==> config.mk <==
export PLATFORM = sky130hd
export DESIGN_NAME = dadda16_seq_ctrl
export DESIGN_NICKNAME = d
export VERILOG_FILES = /design/src/rtl/dadda16_seq_ctrl.sv
export SDC_FILE = /design/constraint.sdc
export NUM_CORES = 1
export LEC_CHECK = 0
export ABC_CLOCK_PERIOD_IN_PS = 12300
export BUFFER_PORTS_ARGS = -buffer_cell sky130_fd_sc_hd__buf_4
export CORE_MARGIN = 8
export CORE_UTILIZATION = 45
export DETAILED_ROUTE_END_ITERATION = 10
export HOLD_SLACK_MARGIN = 0.1
export SYNTH_ARGS = -nofsm -noshare
export SYNTH_HDL_FRONTEND = slang
export SYNTH_SLANG_ARGS = --single-unit
==> constraint.sdc <==
create_clock -name clk -period 12.3 [get_ports clk]
set_clock_uncertainty 0.1 [all_clocks]
set_input_delay 0.615 -clock clk [delete_from_list [all_inputs] [get_ports clk]]
set_output_delay 0.615 -clock clk [all_outputs]
set_load 0.05 [all_outputs]
==> src/rtl/dadda16_seq_ctrl.sv <==
// rtl/dadda16_seq_ctrl.sv - 16x16 unsigned multiply sequenced over one shared 8x8 core
// Optional perf counters (perf_ops, perf_busy) are built when DADDA16_PERF_CNT_EN is defined.

module dadda_8 (
    input  logic [7:0]  a,
    input  logic [7:0]  b,
    output logic [15:0] p
);
    logic [15:0] s;
    logic [15:0] c;
    logic [15:0] pp;
    logic [15:0] t;

    // Carry-save reduction of the partial-product rows, then a single carry-propagate add
    always_comb begin
        s  = '0;
        c  = '0;
        pp = '0;
        t  = '0;
        for (int i = 0; i < 8; i++) begin
            pp = b[i] ? (16'(a) << i) : 16'd0;
            t  = s ^ c ^ pp;
            c  = ((s & c) | (s & pp) | (c & pp)) << 1;
            s  = t;
        end
        p = s + c;
    end
endmodule

module dadda16_seq_ctrl #(
    parameter int SKIP_ZERO = 1,
    parameter int TAG_W     = 4
) (
    input  logic             clk,
    input  logic             rst,
    input  logic             in_valid,
    output logic             in_ready,
    input  logic [15:0]      in_a,
    input  logic [15:0]      in_b,
    input  logic [TAG_W-1:0] in_tag,
    output logic             out_valid,
    input  logic             out_ready,
    output logic [31:0]      out_prod,
    output logic [TAG_W-1:0] out_tag
`ifdef DADDA16_PERF_CNT_EN
    ,
    output logic [15:0]      perf_ops,
    output logic [31:0]      perf_busy
`endif
);
    typedef enum logic [1:0] {IDLE, MUL, DONE} state_t;

    state_t           state;
    logic [15:0]      a_r;
    logic [15:0]      b_r;
    logic [TAG_W-1:0] tag_r;
    logic [3:0]       mask_r;
    logic [1:0]       step;
    logic [31:0]      acc;

    logic [3:0]       in_mask;
    logic [7:0]       op_x;
    logic [7:0]       op_y;
    logic [15:0]      k;
    logic [31:0]      term;
    logic [3:0]       rest;

    // mask bit order: {AH*BH, AH*BL, AL*BH, AL*BL}
    function automatic logic [3:0] step_mask(input logic [15:0] a, input logic [15:0] b);
        logic al;
        logic ah;
        logic bl;
        logic bh;
        al = |a[7:0];
        ah = |a[15:8];
        bl = |b[7:0];
        bh = |b[15:8];
        return {ah & bh, ah & bl, al & bh, al & bl};
    endfunction

    function automatic logic [1:0] first_set(input logic [3:0] m);
        logic [1:0] idx;
        idx = 2'd3;
        for (int i = 3; i >= 0; i--) begin
            if (m[i]) begin
                idx = 2'(i);
            end
        end
        return idx;
    endfunction

    assign in_mask = (SKIP_ZERO != 0) ? step_mask(in_a, in_b) : 4'b1111;

    // step[1] picks the A half, step[0] the B half; shift is 8 per high half
    assign op_x = step[1] ? a_r[15:8] : a_r[7:0];
    assign op_y = step[0] ? b_r[15:8] : b_r[7:0];
    assign term = 32'(k) << {step[1] & step[0], step[1] ^ step[0], 3'b000};
    assign rest = mask_r & (4'b1110 << step);

    dadda_8 u_core (
        .a (op_x),
        .b (op_y),
        .p (k)
    );

    always_ff @(posedge clk) begin
        if (rst) begin
            state     <= IDLE;
            in_ready  <= 1'b1;
            out_valid <= 1'b0;
            out_prod  <= '0;
            out_tag   <= '0;
            acc       <= '0;
            step      <= '0;
            a_r       <= '0;
            b_r       <= '0;
            tag_r     <= '0;
            mask_r    <= '0;
        end else begin
            case (state)
                IDLE: begin
                    if (in_valid) begin
                        a_r      <= in_a;
                        b_r      <= in_b;
                        tag_r    <= in_tag;
                        mask_r   <= in_mask;
                        step     <= first_set(in_mask);
                        acc      <= '0;
                        in_ready <= 1'b0;
                        state    <= (in_mask == 4'b0000) ? DONE : MUL;
                    end
                end
                MUL: begin
                    acc <= acc + term;
                    if (rest == 4'b0000) begin
                        state     <= DONE;
                        out_valid <= 1'b1;
                        out_prod  <= acc + term;
                        out_tag   <= tag_r;
                    end else begin
                        step <= first_set(rest);
                    end
                end
                DONE: begin
                    // An all-zero request lands here with out_valid low, giving it a 1-cycle latency too
                    if (!out_valid) begin
                        out_valid <= 1'b1;
                        out_prod  <= acc;
                        out_tag   <= tag_r;
                    end else if (out_ready) begin
                        out_valid <= 1'b0;
                        in_ready  <= 1'b1;
                        state     <= IDLE;
                    end
                end
                default: state <= IDLE;
            endcase
        end
    end

`ifdef DADDA16_PERF_CNT_EN
    always_ff @(posedge clk) begin
        if (rst) begin
            perf_ops  <= '0;
            perf_busy <= '0;
        end else begin
            if (out_valid && out_ready) begin
                perf_ops <= perf_ops + 16'd1;
            end
            if (state != IDLE) begin
                perf_busy <= perf_busy + 32'd1;
            end
        end
    end
`endif
endmodule
## Word level (Yosys, flattened, before mapping)

Cells that the tools add are included.
Widths: inputs -> output; s select.

| operators by class | value |
|---|---|
| $add $sub $neg | 2 |
| equality and inequality tests | 8 |
| shifts and indexed selects | 2 |
| multiplexer cells | 41 |
| bitwise gates (word level) | 51 |
| reduce and logical (&&, ||, !) cells | 17 |

Operator list:

| cell | count |
|---|---|
| $and 15x15->15 | 14 |
| $or 15x15->15 | 12 |
| $pmux 32 s2 | 2 |
| $mux 32 | 3 |
| $xor 16x16->16 | 6 |
| $add 32x32->32 | 1 |
| $reduce_or 8->1 | 4 |
| $shl 16x5->32 | 1 |
| $and 15x13->15 | 2 |
| $and 15x14->15 | 2 |
| $mux 8 | 3 |
| $mux 2 | 11 |
| $add 16x16->16 | 1 |
| $xor 16x10->16 | 1 |
| $xor 16x11->16 | 1 |
| $xor 16x12->16 | 1 |
| $xor 16x13->16 | 1 |
| $xor 16x14->16 | 1 |
| $xor 16x15->16 | 1 |
| $mux 15 | 1 |
| $mux 14 | 1 |
| $mux 13 | 1 |
| $mux 12 | 1 |
| $ne 2x2->1 const B | 6 |
| 23 further kinds | 43 |

| word-level totals | value |
|---|---|
| flip-flop bits (word level) | 114 |
| logic and storage cells | 132 |

## Logic depth before layout (Yosys ltp)

Gate-level depths: netlist of run 1.

| depth | value |
|---|---|
| depth after elaboration | 26 |
| mapped depth | 31 |

## By module

From an unflattened synthesis of run 1, not the netlist that was laid out.

| second synthesis, totals | value |
|---|---|
| cells, all modules | 1044 |
| area total of the unflattened synthesis | 8324.2 um^2 |

By module, submodules not included:

| module | times used | cells each | area an instance (um^2) | seq. area each (um^2) |
|---|---|---|---|---|
| dadda16_seq_ctrl | 1 | 865 | 6683.9 | 2262.2 |
| dadda_8 | 1 | 179 | 1640.3 | 0.0 |

## Least setup slack after synthesis of run 1

No wires, ideal clock.

| path | value |
|---|---|
| path type | register to register |
| start point | reg step[1] |
| end point | reg out_prod[25] |
| library setup time | 0.073 ns |
| data arrival time | 7.763 ns |
| data required time | 12.127 ns |
| path slack | 4.363 ns |
| stages on the path, launching flop included | 29 |
| path buffers | 1 |
| cells stage by stage | dfxtp_1 buf_1 mux2_2 nor2b_1 ha_1 inv_1 fa_1 fa_1 fa_1 fa_1 fa_1 fa_1 inv_1 ha_1 fa_1 a21o_1 a21oi_1 xnor2_1 mux2i_1 and2_1 ha_1 a21oi_2 o21ai_1 nor4_2 a211oi_1 o2111a_1 o31a_1 o31a_1 nor3_2 |

| on the way | value |
|---|---|
| longest elaborated chain between the ends | 26 |
| elaborated cells between the ends (all ways) | 65 |

Ends and longest elaborated chain:

| element | RTL line | text |
|---|---|---|
| start: declaration | 58 | `logic [1:0] step;` |
| start signal: assignment | 127 | `step <= first_set(in_mask);` |
| start signal: assignment | 141 | `step <= first_set(rest);` |
| $mux 8 | 95 | `assign op_x = step[1] ? a_r[15:8] : a_r[7:0];` |
| $mux 8 / $mux 9 (equally long branches) | 21 | `pp = b[i] ? (16'(a) << i) : 16'd0;` |
| $xor 8x9->9 / $and 8x9->9 (equally long branches) | 22, 23 |  |
| $and 15x15->15 | 23 | `c = ((s & c) \| (s & pp) \| (c & pp)) << 1;` |
| $or 15x15->15 (2 in series) | 23 |  |
| $and 15x15->15 | 23 |  |
| $or 15x15->15 (2 in series) | 23 |  |
| $and 15x15->15 | 23 |  |
| (+6 left out) | -- |  |
| $or 15x15->15 (2 in series) | 23 |  |
| $and 15x15->15 | 23 |  |
| $or 15x15->15 (2 in series) | 23 |  |
| $add 16x16->16 | 26 | `p = s + c;` |
| $shl 16x5->32 | 97 | `assign term = 32'(k) << {step[1] & step[0], step[1] ^ step[0], 3'b000};` |
| $add 32x32->32 | 138 | `out_prod <= acc + term;` |
| $mux 32 | 135 | `if (rest == 4'b0000) begin` |
| $pmux 32 s2 | 120 | `case (state)` |
| end signal: assignment | 138 |  |
| end: declaration | 43 | `output logic [31:0] out_prod,` |

Parallel ways exist; a longest one is shown, timed or not. The select of a mux whose other input is x is not followed.
A chain may end at the register's enable or synchronous reset.

## Worst setup path in the final report of run 1

| path | value |
|---|---|
| start point | reg step[0] |
| end point | reg out_prod[28] |

| on the way | value |
|---|---|
| longest elaborated chain between the ends | 26 |
| elaborated cells between the ends (all ways) | 65 |

Ends and longest elaborated chain:

| element | RTL line | text |
|---|---|---|
| $mux 8 | 96 | `assign op_y = step[0] ? b_r[15:8] : b_r[7:0];` |
| $mux 8 / $mux 9 (equally long branches) | 21 |  |
| $xor 8x9->9 / $and 8x9->9 (equally long branches) | 22, 23 |  |
| $and 15x15->15 | 23 |  |
| $or 15x15->15 (2 in series) | 23 |  |
| $and 15x15->15 | 23 |  |
| $or 15x15->15 (2 in series) | 23 |  |
| $and 15x15->15 | 23 |  |
| (+6 left out) | -- |  |
| $or 15x15->15 (2 in series) | 23 |  |
| $and 15x15->15 | 23 |  |
| $or 15x15->15 (2 in series) | 23 |  |
| $add 16x16->16 | 26 |  |
| $shl 16x5->32 | 97 |  |
| $add 32x32->32 | 138 |  |
| $mux 32 | 135 |  |
| $pmux 32 s2 | 120 |  |

Parallel ways exist; a longest one is shown, timed or not. The select of a mux whose other input is x is not followed.

==> results of run 1 <==
==> worst register-to-register path, delay by kind of cell, from the launching register on <==
| family | cells | cell delay (ps) |
|---|---|---|
| AND/OR/NAND/NOR | 4 | 660 |
| AO/OA/AOI/OAI | 8 | 1810 |
| flip-flops | 1 | 670 |
| adder cells (fa/ha/maj) | 10 | 4150 |
| buffers and inverters | 2 | 90 |
| XOR/XNOR | 1 | 110 |
| multiplexers | 2 | 940 |
==> metal layers <==
metal,vias to the layer above,track usage [%]
met5,-,0
li1,3768,-
met2,188,32.4
met1,3479,27.9
met4,0,6.17
met3,31,4.01
==> flip-flops by register name, indices dropped and copies added (netlist names) <==
name	count
acc	32
in_ready	1
out_prod	32
out_tag	4
a_r	16
out_valid	1
mask_r	3
state	2
b_r	16
step	2
tag_r	4
==> kinds of logic (layout without fill, tap and decap cells) <==
kind of cell | Yosys count | in the layout | synth area share [%]
compound gates | 263 | 263 | 20.7
xor+xnor | 27 | 27 | 2.85
fa+ha+maj | 92 | 92 | 17.9
buf+inv | 95 | 162 | 4.36
flops | 113 | 113 | 27.3
mux | 31 | 31 | 3.99
simple gates | 427 | 427 | 22.9
==> power breakdown <==
part	switching (W)	leakage (nW)	internal (W)
clock network	0.000190	0.280	0.000321
logic	0.000591	2.67	0.000272
registers	0.0000622	0.922	0.000452
total	0.000843	3.87	0.00104
==> cell usage in the layout (no fill, tap or decap), types with 20 or more instances in the layout <==
cell type	count
and2_1	21
nor2_1	85
ha_1	48
nand3_1	27
dfxtp_1	113
a21o_1	24
buf_4	86
xnor2_1	20
inv_1	44
fa_1	44
a21oi_1	99
o21ai_0	21
nand2_1	213
==> per-stage QoR <==
step	area, µm²	power, W	util, %
after floorplan	8280	0.00113	-
after global placement	9030	0.00138	50.1
after detailed placement	9030	0.00139	50.1
after CTS	9640	0.00190	53.5
after global routing	9640	0.00201	53.5
final	9640	0.00189	53.5
==> final cells by class <==
class / count / area (µm²)
clock inverters: 14 / 180
inverters: 44 / 165
repair buffers: 86 / 646
fillers: 1769 / 8380
well taps: 229 / 287
multi-input cells: 840 / 5670
flip-flops and latches: 113 / 2260
clock buffers: 18 / 429
==> final timing paths <==
kind / from / to / slack [ps] / cells past startpoint
worst max-delay path: step[0]$_SDFFE_PP0P_ / out_prod[28]$_SDFFE_PP0P_ / 3600 / 27
worst min-delay path: out_ready / out_valid$_SDFFE_PP0P_ / 330 / 2
worst max register to register: step[0]$_SDFFE_PP0P_ / out_prod[28]$_SDFFE_PP0P_ / 3600 / 27
worst min register to register: b_r[15]$_SDFFE_PP0P_ / b_r[15]$_SDFFE_PP0P_ / 350 / 2
==> key figures, run 1 <==
Critical path
  – Buf+Inv Stages, Crit Path: 2
  – WP data required: 12450 ps
  – Worst path most repeated cell: fa_1
  – Crit path DAT: 8840 ps
  – CP Max Fanout: 12
  – WS Path Type: reg2reg
  – Slowest stage delay, CP: 700 ps
  – CP top delay family: adder cells
  – CP max stage cell: mux2i_1
  – Crit. End Element: register
  – Worst setup SP type: register

Final layout
  – N_diodes: 0
  – # nets final: 1234
  – Area growth syn-to-layout: 16.4%
  – Finished Layout Cells: 1344
  – Layout cells sized above 1: 13.3%

Detailed routing
  – Vias per cell: 5.56
  – Routed Antenna Nets: 0
  – Routed length on met1: 11000 µm
  – Overall via count from detail_route: 7466
  – DRC viols: 0
  – Routed WL: 23000 µm
  – Top sig layer: met4
  – Drt pass-1 iters: 5
  – Met2 WL: 10200 µm
  – Met3 wire len: 1330 µm
  – Detailed Route Iter0 Violations: 497
  – DR WL/cell: 17.1 µm

Clock tree
  – Post-cts resize count: 0
  – Clock sinks: 113
  – H-tree depth: 4
  – Clk Latency, worst-skew pair: 420 ps
  – Clk slew on worst S/H paths: 60 ps
  – CTS Buffer Depth: 2
  – Clock buffer count from CTS: 17
  – Clk Tree Root Cell: clkbuf_16
  – CTS tree: yes
  – CTS Hold Buffers Added: 0
  – Post-CTS Repair Setup Buffers: 0

Synthesis
  – Yosys Warn Count: 0
  – Yosys reg bits: 113
  – Main flop type after synthesis: dfxtp_1
  – Top cells by area, synth: dfxtp_1 (27%), fa_1 (11%), nand2_1 (9.7%)
  – Post-Syn Area: 0.00828 mm²
  – Synth cell count leaders: nand2_1 (214), dfxtp_1 (113), a21oi_1 (99), nor2_1 (86), ha_1 (48)
  – Synth Instances: 1048
  – Most common cell in the netlist: nand2_1
  – Sequential area share after synthesis: 27.3%
  – Asr flop ratio synth: 0%
  – Mapped Nets: 1180
  – Distinct cells, synth: 64
  – Yosys top cell area share: 27.3%
  – Avg Cell Area, Syn: 7.90 µm²
  – Cell accounting for the most synthesized area: dfxtp_1
  – Post-synth EDFFs: 0

Timing
  – Final TNS setup: 0 ps
  – Setup WS post-layout: 3600 ps
  – Final Hold Viols: 0
  – Slew margin rel.: 26.1%
  – Final setup fails: 0
  – F_max: 115 MHz
  – Worst slew pin tran: 1100 ps
  – Max Slew Vio Count: 0
  – Share of the clock period used by the worst path: 70.7%
  – RSZ-0062 raised after global routing: false
  – Hold slack: 327 ps
  – Crit path time final: 8700 ps

Floorplan
  – Die Width: 152 µm
  – Initial Util: 46.0%
  – Die Y: 152 µm
  – Boundary pin count: 78
  – Placeable Area: 0.0180 mm²
  – Std-Cell Rows: 49
  – Total die area: 0.0230 mm²

Place
  – Setup WS pre-CTS: 3610 ps
  – HPWL after detailed placement: 17600 µm
  – Placed cells: 1312
  – Buffers on Ports: 77
  – Gpl congestion: 0.904

Global routing
  – Initial antenna violation count: 0
  – Global-route usage over all layers: 20.5%
  – First-pass GRT wire length: 37200 µm
  – Grt ovf: 0
  – Number of global-route vias before repair: 7184
  – Largest net degree at the start of global routing: 86

Power
  – Leakage: 3.87 nW
  – Pwr Density: 196 mW/mm²
  – Worst vdd ir: 205 µV

Run
  – Max-Cap Viols: 0

Min path
  – Hold crit path type: in2reg

Status
  – Outcome: completed
Power figures use the tool's default switching activity.
==> run 2: changes to the inputs <==
Settings changed: ABC_CLOCK_PERIOD_IN_PS 12300 to 7000, PLACE_DENSITY set to 0.66.
Clock period 12.3 ns to 7 ns, I/O delays scaled along.
==> run 2 against run 1 <==
  * The flow now finishes with violations (setup timing)
  * Clock-buffer cell count increased by 3
  * Worst setup slack got worse by 4200 ps
  * Die area unchanged
  * Via count increased by 13%
  * Critical path depth increased by 2
  * Cell area increased by 21%
  * Highest routed layer unchanged
  * Combinational power increased by 100%
  * Largest power group unchanged
  * Wire length increased by 12%
  * Fmax increased by 15%
==> key figures, run 2 (synthesized netlist as in run 1, its figures left out) <==
Timing
  – Final Hold Viols: 0
  – F_max: 132 MHz
  – Crit path time final: 7570 ps
  – Max Slew Vio Count: 0
  – RSZ-0062 raised after global routing: true
  – Share of the clock period used by the worst path: 108%
  – Worst slew pin tran: 1100 ps
  – Slew margin rel.: 26.7%
  – Final setup fails: 38
  – Hold slack: 103 ps
  – Setup WS post-layout: -574 ps

Power
  – Pwr Density: 309 mW/mm²
  – Sw Share: 43.5%
  – Leakage: 4.84 nW
  – Final Power: 0.00361 W
  – Sequential share of power: 25.0%
  – Comb pwr share: 48.6%
  – Worst vdd ir: 385 µV
  – Int Pwr: 0.00204 W
  – Clock power frac: 26.4%
  – Psw: 0.00157 W

Clock tree
  – Clk Tree Root Cell: clkbuf_16
  – H-tree depth: 4
  – Clk slew on worst S/H paths: 60 ps
  – Clk Latency, worst-skew pair: 420 ps
  – CTS tree: yes
  – Clock buffer count from CTS: 17
  – Clock sinks: 113
  – CTS Buffer Depth: 2

Global routing
  – Number of global-route vias before repair: 8003
  – Grt ovf: 0
  – Routing usage on met2: 35.4%
  – First-pass GRT wire length: 40300 µm
  – Most used routing layer: met2
  – Initial antenna violation count: 0
  – Met1 usage: 29.3%
  – Global-route usage over all layers: 21.9%
  – Largest net degree at the start of global routing: 87
  – Met3 Track Usage GR: 3.86%

Critical path
  – Crit path DAT: 7790 ps
  – WP data required: 7210 ps
  – CP Max Fanout: 6
  – Crit. End Element: register
  – Worst R2R Path Depth: 29
  – CP endpoint: acc[31]$_SDFFE_PP0P_
  – R2r setup slk: -570 ps
  – Crit. Startpoint: step[1]$_SDFFE_PP0P_
  – Worst setup SP type: register
  – CP max stage cell: fa_2
  – WS Path Type: reg2reg
  – Slowest stage delay, CP: 550 ps
  – R2r endpoint: acc[31]$_SDFFE_PP0P_
  – Worst reg2reg startpoint: step[1]$_SDFFE_PP0P_
  – Worst path most repeated cell: fa_2

Final layout
  – Final Instance Area: 0.0117 mm²
  – Commonest non-fill, non-tap cell in the layout: nand2_1
  – # nets final: 1386
  – Area growth syn-to-layout: 40.7%
  – Largest regs: acc: 32 flops, out_prod: 32 flops
  – Layout cells sized above 1: 29.4%
  – Layout Utilization: 64.7%
  – N_diodes: 0
  – Commonest cells after routing, fill and taps aside: nand2_1 (210), buf_4 (197), dfxtp_1 (111)

Floorplan
  – Initial Util: 46.0%
  – Die Width: 152 µm
  – Total die area: 0.0230 mm²
  – Die Y: 152 µm
  – Placeable Area: 0.0180 mm²
  – Std-Cell Rows: 49
  – Boundary pin count: 78

Status
  – Outcome: finished with violations
  – Failing checks: setup timing

Detailed routing
  – Vias per cell: 5.63
  – DRC viols: 0
  – DR WL/cell: 17.2 µm
  – Detailed Route Iter0 Violations: 561
  – Overall via count from detail_route: 8427
  – Routed Antenna Nets: 0
  – Drt pass-1 iters: 7
  – Routed WL: 25700 µm

Place
  – HPWL after detailed placement: 18100 µm
  – Buffers on Ports: 77
  – Post-DP Area: 0.00991 mm²
  – Gpl congestion: 0.888
  – Setup WS pre-CTS: -647 ps

Run
  – Max-Cap Viols: 0

Min path
  – Hold crit path type: in2reg
-- run 2: changes by cell type in the layout (fill, tap and decap cells not counted), moves of 9 or more --
cell,delta
a21oi_1,-12
buf_6,+9
ha_1,-9
fa_1,-12
xnor2_1,-12
xnor2_2,+11
dlygate4sd3_1,+30
buf_4,+111
fa_2,+12
-- run 2: critical path, delay by kind of cell (launching register included) --
kind | cells | cell delay, ps
adder cells (fa/ha/maj) | 10 | 3950
AO/OA/AOI/OAI | 9 | 1560
AND/OR/NAND/NOR | 3 | 570
buffers and inverters | 5 | 530
flip-flops | 1 | 390
multiplexers | 1 | 310
XOR/XNOR | 1 | 70
-- run 2: area by class of cell --
cell class	instances	area (µm²)
Fill cell	1459	6360
Clock buffer	21	460
Timing Repair Buffer	238	1920
Sequential cell	113	2270
Multi-Input combinational cell	840	6380
Inverter	44	165
Tap cell	229	287
Clock inverter	11	178
-- run 2: metal layers --
metal	part of all wire (%)	vias up
met4	2.1	0
met3	6.8	49
met5	0	-
met1	44	3989
met2	47	305
li1	-	4084
-- run 2: worst min-delay path by stage --
stage               cells after the start                endpoint  slack, ps                    from
floorplan                               2  mask_r[2]$_SDFFE_PP0P_        330  mask_r[2]$_SDFFE_PP0P_
global placement                        2  mask_r[2]$_SDFFE_PP0P_        340  mask_r[2]$_SDFFE_PP0P_
detailed placement                      2    b_r[14]$_SDFFE_PP0P_        340    b_r[14]$_SDFFE_PP0P_
CTS                                     3     b_r[3]$_SDFFE_PP0P_        100                 in_b[3]
global route                            3    a_r[14]$_SDFFE_PP0P_        110                in_a[14]
finish                                  3    b_r[10]$_SDFFE_PP0P_        100                in_b[10]
-- run 2: timing repair --
item	in CTS	in global routing
pin swaps	37	37
hold buffers	30	0
endpoints found under the setup margin	39	43
gates cloned	0	0
gates resized for setup	59	56
buffers inserted	19	12
hold endpoints to repair	34	0
-- run 2: power groups by stage --
stage	Combinational (W)	Clock [W]	Sequential [W]
floorplan	0.000812	0	0.00120
global placement	0.00161	0	0.000910
detailed placement	0.00163	0	0.000914
CTS	0.00168	0.000952	0.000902
global route	0.00188	0.000983	0.000923
finish	0.00175	0.000951	0.000903
-- run 2: through the flow --
| step | TNS [ps] | std cells |
|---|---|---|
| 3_5_place_dp | -14100 | 1410 |
| 5_1_grt | -20950 | 1496 |
| 6_report | -11160 | 1496 |
| 2_1_floorplan | -2910 | 1048 |
| 3_3_place_gp | -9950 | 1410 |
| 4_1_cts | -10950 | 1485 |
